## src/rtl/sc_io_pkg.sv

```systemverilog
// Shared constants for the memory-mapped I/O controller: register offsets,
// STATUS bit positions and the debounce counter width.
package sc_io_pkg;

  localparam logic [7:0] OFS_OUT0   = 8'h80;
  localparam logic [7:0] OFS_OUT1   = 8'h84;
  localparam logic [7:0] OFS_IN0    = 8'hC0;
  localparam logic [7:0] OFS_IN1    = 8'hC4;
  localparam logic [7:0] OFS_STATUS = 8'hC8;

  localparam int unsigned STAT_IN0 = 0;
  localparam int unsigned STAT_IN1 = 1;

  localparam int unsigned CNT_W = 16;

endpackage

```

## src/rtl/sc_io_ctrl_if.sv

```systemverilog
// CPU data-side bus into the I/O controller. The CPU (master) drives the
// address, store data and store enable; the controller (slave) returns the
// I/O select and combinational load data.
interface sc_io_ctrl_if;

  logic [31:0] addr;
  logic [31:0] wdata;
  logic        we;
  logic        io_sel;
  logic [31:0] rdata;

  modport master (
    output addr, wdata, we,
    input  io_sel, rdata
  );

  modport slave (
    input  addr, wdata, we,
    output io_sel, rdata
  );

endinterface

```

## src/rtl/sc_io_debounce.sv

```systemverilog
// Two-flop synchronizer followed by a debouncer for one input port.
// Build option SC_IO_DEBOUNCE_EN: when defined, a change must hold for
// DEBOUNCE_CYCLES synchronized cycles before it reaches dout; when undefined,
// dout simply follows the synchronizer one cycle later and no counter exists.
// chg is a combinational pulse that is high in the cycle whose rising edge
// loads a new value into dout, so the parent can set its flag on that edge.
module sc_io_debounce
  import sc_io_pkg::*;
#(
  parameter int unsigned WIDTH           = 32,
  parameter int unsigned DEBOUNCE_CYCLES = 16
) (
  input  logic             clock,
  input  logic             resetn,
  input  logic [WIDTH-1:0] din,
  output logic [WIDTH-1:0] dout,
  output logic             chg
);

  logic [WIDTH-1:0] sync_q1;
  logic [WIDTH-1:0] sync_q2;
  logic [WIDTH-1:0] deb_q;

  // Metastability guard for the raw asynchronous board inputs.
  always_ff @(posedge clock or negedge resetn) begin
    if (!resetn) begin
      sync_q1 <= '0;
      sync_q2 <= '0;
    end else begin
      sync_q1 <= din;
      sync_q2 <= sync_q1;
    end
  end

`ifdef SC_IO_DEBOUNCE_EN

  localparam logic [CNT_W-1:0] CNT_LAST = CNT_W'(DEBOUNCE_CYCLES - 1);

  logic [WIDTH-1:0] cand_q;
  logic [CNT_W-1:0] cnt_q;
  logic             stable;

  assign stable = (sync_q2 == cand_q);
  assign chg    = stable && (cnt_q == CNT_LAST) && (cand_q != deb_q);

  // Any movement restarts the count; a settled candidate that differs from
  // the accepted value is taken once the count reaches its last value, and
  // the count then saturates there instead of wrapping.
  always_ff @(posedge clock or negedge resetn) begin
    if (!resetn) begin
      cand_q <= '0;
      cnt_q  <= '0;
      deb_q  <= '0;
    end else begin
      if (!stable) begin
        cand_q <= sync_q2;
        cnt_q  <= '0;
      end else if (cnt_q != CNT_LAST) begin
        cnt_q <= cnt_q + 1'b1;
      end
      if (chg) begin
        deb_q <= cand_q;
      end
    end
  end

`else

  logic unused_cfg;
  assign unused_cfg = (DEBOUNCE_CYCLES == 0);

  assign chg = (sync_q2 != deb_q);

  // Without debouncing the accepted value tracks the synchronizer directly.
  always_ff @(posedge clock or negedge resetn) begin
    if (!resetn) begin
      deb_q <= '0;
    end else begin
      deb_q <= sync_q2;
    end
  end

`endif

  assign dout = deb_q;

endmodule

```

## src/rtl/sc_io_ctrl.sv

```systemverilog
// Memory-mapped I/O controller on the data-memory side of the single-cycle
// CPU: two registered output ports, two synchronized/debounced input ports,
// a write-1-to-clear change STATUS register and a registered irq.
// Build option SC_IO_DEBOUNCE_EN enables the input debouncers (see
// sc_io_debounce); without it inputs are only synchronized.
module sc_io_ctrl
  import sc_io_pkg::*;
#(
  parameter int unsigned DEBOUNCE_CYCLES = 16,
  parameter logic [7:0]  IO_BASE         = 8'h80
) (
  input  logic         clock,
  input  logic         resetn,
  sc_io_ctrl_if.slave  bus,
  input  logic [31:0]  in_port0,
  input  logic [31:0]  in_port1,
  output logic [31:0]  out_port0,
  output logic [31:0]  out_port1,
  output logic         irq
);

  logic [7:0]  ofs;
  logic        io_sel;
  logic        wr_en;
  logic [31:0] rdata_c;
  logic [31:0] in0_deb;
  logic [31:0] in1_deb;
  logic        in0_chg;
  logic        in1_chg;
  logic [1:0]  status_q;
  logic [1:0]  status_set;
  logic [1:0]  status_clr;
  logic [31:0] out0_q;
  logic [31:0] out1_q;
  logic        irq_q;
  logic        unused_addr;

  // Word offset within I/O space; byte lanes are ignored and only addr[7]
  // distinguishes I/O from data memory.
  assign ofs         = {bus.addr[7:2], 2'b00};
  assign io_sel      = (bus.addr[7] == IO_BASE[7]);
  assign wr_en       = bus.we && io_sel;
  assign unused_addr = ^{bus.addr[31:8], bus.addr[1:0]};

  sc_io_debounce #(
    .WIDTH          (32),
    .DEBOUNCE_CYCLES(DEBOUNCE_CYCLES)
  ) u_in0 (
    .clock (clock),
    .resetn(resetn),
    .din   (in_port0),
    .dout  (in0_deb),
    .chg   (in0_chg)
  );

  sc_io_debounce #(
    .WIDTH          (32),
    .DEBOUNCE_CYCLES(DEBOUNCE_CYCLES)
  ) u_in1 (
    .clock (clock),
    .resetn(resetn),
    .din   (in_port1),
    .dout  (in1_deb),
    .chg   (in1_chg)
  );

  // Zero-latency load data so single-cycle loads see I/O values directly.
  always_comb begin
    rdata_c = '0;
    if (io_sel) begin
      case (ofs)
        OFS_OUT0:   rdata_c = out0_q;
        OFS_OUT1:   rdata_c = out1_q;
        OFS_IN0:    rdata_c = in0_deb;
        OFS_IN1:    rdata_c = in1_deb;
        OFS_STATUS: rdata_c = {30'd0, status_q};
        default:    rdata_c = '0;
      endcase
    end
  end

  // Output port registers, loaded by stores to their offsets.
  always_ff @(posedge clock or negedge resetn) begin
    if (!resetn) begin
      out0_q <= '0;
      out1_q <= '0;
    end else if (wr_en) begin
      if (ofs == OFS_OUT0) out0_q <= bus.wdata;
      if (ofs == OFS_OUT1) out1_q <= bus.wdata;
    end
  end

  assign status_set[STAT_IN0] = in0_chg;
  assign status_set[STAT_IN1] = in1_chg;
  assign status_clr = (wr_en && (ofs == OFS_STATUS)) ? bus.wdata[1:0] : 2'b00;

  // Change flags: clear first, then OR in new events so a same-cycle set wins.
  always_ff @(posedge clock or negedge resetn) begin
    if (!resetn) begin
      status_q <= '0;
    end else begin
      status_q <= (status_q & ~status_clr) | status_set;
    end
  end

  // irq follows the flags one cycle later.
  always_ff @(posedge clock or negedge resetn) begin
    if (!resetn) begin
      irq_q <= 1'b0;
    end else begin
      irq_q <= |status_q;
    end
  end

  assign bus.io_sel = io_sel;
  assign bus.rdata  = rdata_c;
  assign out_port0  = out0_q;
  assign out_port1  = out1_q;
  assign irq        = irq_q;

endmodule
```

## src/flat_wrapper.sv

```systemverilog
// flat-port wrapper written by rule: the top's interface ports become plain ports
module sc_io_ctrl_flat import sc_io_pkg::*;
#(
  parameter int unsigned DEBOUNCE_CYCLES = 16,
  parameter logic [7:0]  IO_BASE         = 8'h80
)
  (clock, resetn, in_port0, in_port1, out_port0, out_port1, irq, bus_addr, bus_wdata, bus_we, bus_io_sel, bus_rdata);
  sc_io_ctrl_if bus_i ();
  input  logic clock;
  input  logic resetn;
  input  logic [31:0] in_port0;
  input  logic [31:0] in_port1;
  output logic [31:0] out_port0;
  output logic [31:0] out_port1;
  output logic irq;
  input wire logic [$bits(bus_i.addr)-1:0] bus_addr;
  input wire logic [$bits(bus_i.wdata)-1:0] bus_wdata;
  input wire logic [$bits(bus_i.we)-1:0] bus_we;
  output wire logic [$bits(bus_i.io_sel)-1:0] bus_io_sel;
  output wire logic [$bits(bus_i.rdata)-1:0] bus_rdata;
  assign bus_i.addr = bus_addr;
  assign bus_i.wdata = bus_wdata;
  assign bus_i.we = bus_we;
  assign bus_io_sel = bus_i.io_sel;
  assign bus_rdata = bus_i.rdata;
  sc_io_ctrl #(.DEBOUNCE_CYCLES(DEBOUNCE_CYCLES), .IO_BASE(IO_BASE)) u_core (.clock(clock), .resetn(resetn), .bus(bus_i), .in_port0(in_port0), .in_port1(in_port1), .out_port0(out_port0), .out_port1(out_port1), .irq(irq));
endmodule
```

## config.mk

```make
export PLATFORM = sky130hd
export DESIGN_NAME = sc_io_ctrl_flat
export DESIGN_NICKNAME = d
export VERILOG_FILES = /design/src/rtl/sc_io_pkg.sv /design/src/rtl/sc_io_ctrl_if.sv /design/src/rtl/sc_io_debounce.sv /design/src/rtl/sc_io_ctrl.sv /design/src/flat_wrapper.sv
export SDC_FILE = /design/constraint.sdc
export NUM_CORES = 1
export LEC_CHECK = 0
export CAP_MARGIN = 20
export CORE_MARGIN = 1
export CORE_UTILIZATION = 25
export CTS_BUF_LIST = sky130_fd_sc_hd__clkbuf_8 sky130_fd_sc_hd__clkbuf_16
export DETAILED_ROUTE_END_ITERATION = 10
export PLACE_DENSITY = 0.59
export SYNTH_ARGS = -nofsm -noshare
export SYNTH_HDL_FRONTEND = slang
export SYNTH_SLANG_ARGS = --single-unit
```

## constraint.sdc

```tcl
create_clock -name clock -period 2 [get_ports clock]
set_input_delay 0.4 -clock clock [delete_from_list [all_inputs] [get_ports clock]]
set_output_delay 0.4 -clock clock [all_outputs]
set_load 0.05 [all_outputs]
```

* After elaboration in Yosys (flattened, before gate mapping)
Cells that the tools add are included.
Word-level totals: register bits 259, input bits 131, output and inout port bits 98, logic and storage cells 28
Cells by class: equal/unequal tests 7, mux-type cells 3, bitwise operators 3, reductions and logical operators 5
Operators with widths (number):
- case mux 32 bit (5 select lines) | 1
- != test 32 bit | 2
- two-way mux 32 bit | 1
- == test 6 bit (second input constant) | 5
- AND reduction 2 bit | 2
- bitwise AND 2 bit | 1
- logical AND 1 bit | 2
- two-way mux 2 bit | 1
- inverter 2 bit | 1
- bitwise OR 2 bit | 1
- OR reduction 2 bit | 1

* Depth between registers and ports, before layout
depth in word-level cells 6, depth in mapped cells 6, mapped depth without buffers 4

* Cells and area by module
A second synthesis with hierarchy kept.
Unflattened totals: cell total of the unflattened synthesis 549, area total of the unflattened synthesis 9077.5 µm²
By module, submodules not included:
- sc_io_debounce | instances 2, cells an instance 139, area an instance 2748.9 µm², sequential area each 2402.3 µm²
- sc_io_ctrl | instances 1, cells an instance 271, area an instance 3579.7 µm², sequential area each 1676.6 µm²

* Worst setup path after synthesis
Ideal clock, no wire load.
kind input -> output, start point in bus_addr[6], end point out bus_rdata[1], arrival time 2.362 ns, data required time 1.600 ns, setup slack -0.762 ns, cell stages on the path 3, path buffers 0, cells stage by stage or4b_4 > o32a_1 > o21ai_0
Between the ends: cells in the longest elaborated chain, start to end 3, elaborated cells on any way between the ends 7, classes of those cells eq/ne (5); mux (2)
Ends and longest elaborated chain:
- from (decl) | RTL line flat_wrapper.sv:16 | input wire logic [$bits(bus_i.addr)-1:0] bus_addr;
- == test 6 bit | RTL line sc_io_ctrl.sv:71 | case (ofs)
- case mux 32 bit (5 select lines) (*) | RTL line sc_io_ctrl.sv:71
- two-way mux 32 bit (*) | RTL line sc_io_ctrl.sv:70 | if (io_sel) begin
- to (decl) | RTL line flat_wrapper.sv:20 | output wire logic [$bits(bus_i.rdata)-1:0] bus_rdata;
Every way passes the cells marked *; elsewhere a longest branch is shown, timed or not.

* Worst setup path in the final report
start point in bus_addr[6], end point out bus_rdata[24]
The elaborated chain is that of the path after synthesis.

==> flow_metrics.tcl <==
set metrics [dict create \
    critical_path.max_fanout 6 \
    multiInputGateArea_um2 2360 \
    synth_cells 545 \
    slew_headroom 0.632 \
    instances_no_fill 1278 \
    hold_violations 0 \
    rsz0062_at_grt "yes" \
    ys_async_sr_fraction 1.00 \
    fp-row-count 67 \
    setup_ws_ns -0.460 \
    cts_tree "done" \
    via_per_inst 4.32 \
    grt_max_degree 75 \
    grtUsageTotal 0.145 \
    critPathTopFamily "simple AND/OR/NAND/NOR gates" \
    cts_buffers 28 \
    ys_seq_elements 259 \
    violations "negative setup slack" \
    drt_iter0_drc 359 \
    ios 229 \
    place_congestion 0.780 \
    fillerInstances 3160 \
    post-route-util 0.394 \
    synth_warnings 0 \
    yosysTopAreaCell "dfrtp_1" \
    grt_pass1_wl_mm 38.2 \
    ant_nets 0 \
    slowest_stage "or4b_4" \
    power_density_nw_per_um2 928 \
    critPathBufInv 5 \
    start_kind "input pin" \
    io_buffers 202 \
    avgRoutedWirePerCell_um 20.0 \
    drive_above_1_share 0.311 \
    worstPathCellList "buf_6 > or4b_4 > buf_12 > nor3_4 > buf_6 > buf_12 > a222oi_1 > nand2_2 > buf_12" \
    clock_sinks 259 \
    layout_min_cycle_time_ns 2.46 \
    synth.top_cell.area_share 0.745 \
    die-width_um 189 \
    worst_setup_path_end_kind "output port" \
    dr.pass1.iters 5 \
    cts-root-buf "clkbuf_16" \
    synth_nets 676 \
    slew_violations 0 \
    area_growth_pct 53.5 \
    yosys-top-cells-area "dfrtp_1 75%, xor2_1 6.4%, mux2_1 4.5%" \
    peakVddDrop_mv 0.615 \
    status "complete, but fails checks" \
    grt_pass1_vias 5890 \
    fin_skew_ns 0.00531 \
    synthFlopType "dfrtp_1" \
    slowest_delay_ns 0.57 \
    clock.fmax_mhz 406 \
    ys_types 27 \
    drc_errors 0 \
    dp_cells 1214 \
    nets 946 \
    hpwl_mm 16.9 \
    totalWireLength_mm 25.6 \
    clk_pin_slew_ns 0.05 \
    layout.area.seq_um2 6480 \
    syn_avg_cell_area_um2 16.0 \
    ys_seq_area_frac 0.745 \
    antennaDiodeCount 0 \
    synth_edf_count 0 \
    grt.overflow.total 0 \
    hp-class "input pin to flip-flop" \
    die-area_um2 35500 \
    maxCapViolCount 0 \
    fp.dieH_um 189 \
    grt_antenna_before_repair 1 \
    period_share 1.23 \
    syn_area_um2 8700 \
    vias 5522 \
    p_leak_nw 6.17 \
    htree_levels 1 \
    setup_viol 64 \
    worstPathArrival_ns 2.06 \
    core_um2 33900 \
    clock_latency_ns 0.54 \
    cts_max_path_buffers 3 \
    worstPathRequired_ns 1.60 \
    cpMostUsedCell "buf_12" \
    start_util 0.257 \
    critical_path_class "input pin to output port" \
    tightest_slew_ns 0.546 \
]
## placed cells by master, fill, tap and decap left out, types with 2 or more instances in the layout
master,netlist,layout
dfrtp_1,259,259
clkdlybuf4s50_1,0,97
xor2_1,64,64
buf_12,0,50
buf_4,1,50
dlygate4sd2_1,0,42
nand2_1,65,34
a222oi_1,31,31
nand2_2,1,31
mux2_4,0,30
mux2_2,29,29
clkbuf_16,0,28
nor4_1,16,16
inv_1,2,10
buf_6,0,9
buf_16,0,8
clkbuf_8,0,7
mux2_1,35,5
nand4_1,4,4
nor2_4,1,2
mux2i_1,2,2
a211o_1,2,2
buf_8,0,2
buf_2,6,2
## area by class of cell
cell class | count | area share
sequential | 259 | 0.485
multi-input combinational | 263 | 0.177
tap | 448 | 0.0420
clock inverter | 10 | 0.00403
clock buffer | 35 | 0.0597
inverter | 2 | 0.000562
timing repair buffer | 261 | 0.231
## worst register-to-register path, cell delays in order (launching register included)
cell	delay, ns
dfrtp_1	0.43
xor2_1	0.18
nor4_1	0.52
nand4_1	0.20
a211o_1	0.26
## registers in the layout (all words and copies together), names as in the netlist
register / flops
u_core.irq: 1
u_core.out_port0: 32
u_core.out_port1: 32
u_core.status_q: 2
u_core.u_in0.dout: 32
u_core.u_in0.sync_q1: 32
u_core.u_in0.sync_q2: 32
u_core.u_in1.dout: 32
u_core.u_in1.sync_q1: 32
u_core.u_in1.sync_q2: 32
## through the flow
step | worst slack, ns | setup TNS [ns] | hold WS, ns | total power, mW | cell area, µm²
after floorplan | -0.158 | -4.17 | 0.104 | 6.82 | 8820
after global placement | -0.671 | -57.19 | 0.294 | 7.72 | 12000
after detailed placement | -0.703 | -59.83 | 0.298 | 7.74 | 12000
after CTS | -0.544 | -15.21 | 0.271 | 12.6 | 13400
after global routing | -0.500 | -17.62 | 0.277 | 12.9 | 13400
final | -0.460 | -15.17 | 0.293 | 12.4 | 13400
## timing repair
action / 4_1_cts / 5_1_grt
buffers inserted: 12 / 1
pin swaps: 12 / 15
gates resized for setup: 108 / 6
endpoints found under the setup margin: 119 / 64
cloned: 10 / 0
hold buffers: 1 / 0
endpoints found under the hold margin: 30 / 0
## path summary, 6_finish.rpt
path	start	to	slack, ns	depth (start not counted)
min reg2reg	u_core.u_in1.sync_q1[15]	u_core.u_in1.sync_q2[15]	0.34	0
max	bus_addr[6]	bus_rdata[24]	-0.46	9
min in group asynchronous	resetn	u_core.out_port1[29]	0.32	2
max in group asynchronous	resetn	u_core.out_port1[19]	1.00	3
min	in_port0[23]	u_core.u_in0.sync_q1[23]	0.29	1
max reg2reg	u_core.u_in1.dout[24]	u_core.status_q[1]	0.30	4
## logic make-up (layout without fill, tap and decap cells)
family / count (synthesis) / after routing / share of synthesized area
and+or+nand+nor: 96 / 96 / 0.0527
xor gates and xnor gates: 64 / 64 / 0.0645
AOI/OAI and AO/OA: 37 / 37 / 0.0412
muxes: 66 / 66 / 0.0852
buffers and inverters: 23 / 308 / 0.0112
DFF: 259 / 259 / 0.745
## synthesized netlist by cell type, types with 2 or more instances
cell type  instances
nor4_1            16
nand4_1            4
inv_1              2
nand2_1           65
a222oi_1          31
mux2i_1            2
a211o_1            2
nor2_1             2
mux2_1            35
mux2_2            29
xor2_1            64
clkbuf_1          14
dfrtp_1          259
buf_2              6
nor3_1             2
## where the power goes
group | internal [mW] | switching (mW) | leakage [nW]
clock | 2.76 | 1.97 | 0.445
combinational | 0.697 | 1.06 | 2.61
sequential | 5.61 | 0.277 | 3.11
total | 9.08 | 3.31 | 6.17
## layer usage
metal,GRT usage,up-vias,wire length (µm)
li1,-,2469,-
met1,0.215,2821,12300
met2,0.212,198,11100
met3,0.0371,32,1730
met4,0.0288,2,449
met5,0,-,17
Note: power is estimated with default switching activity, not from simulation.
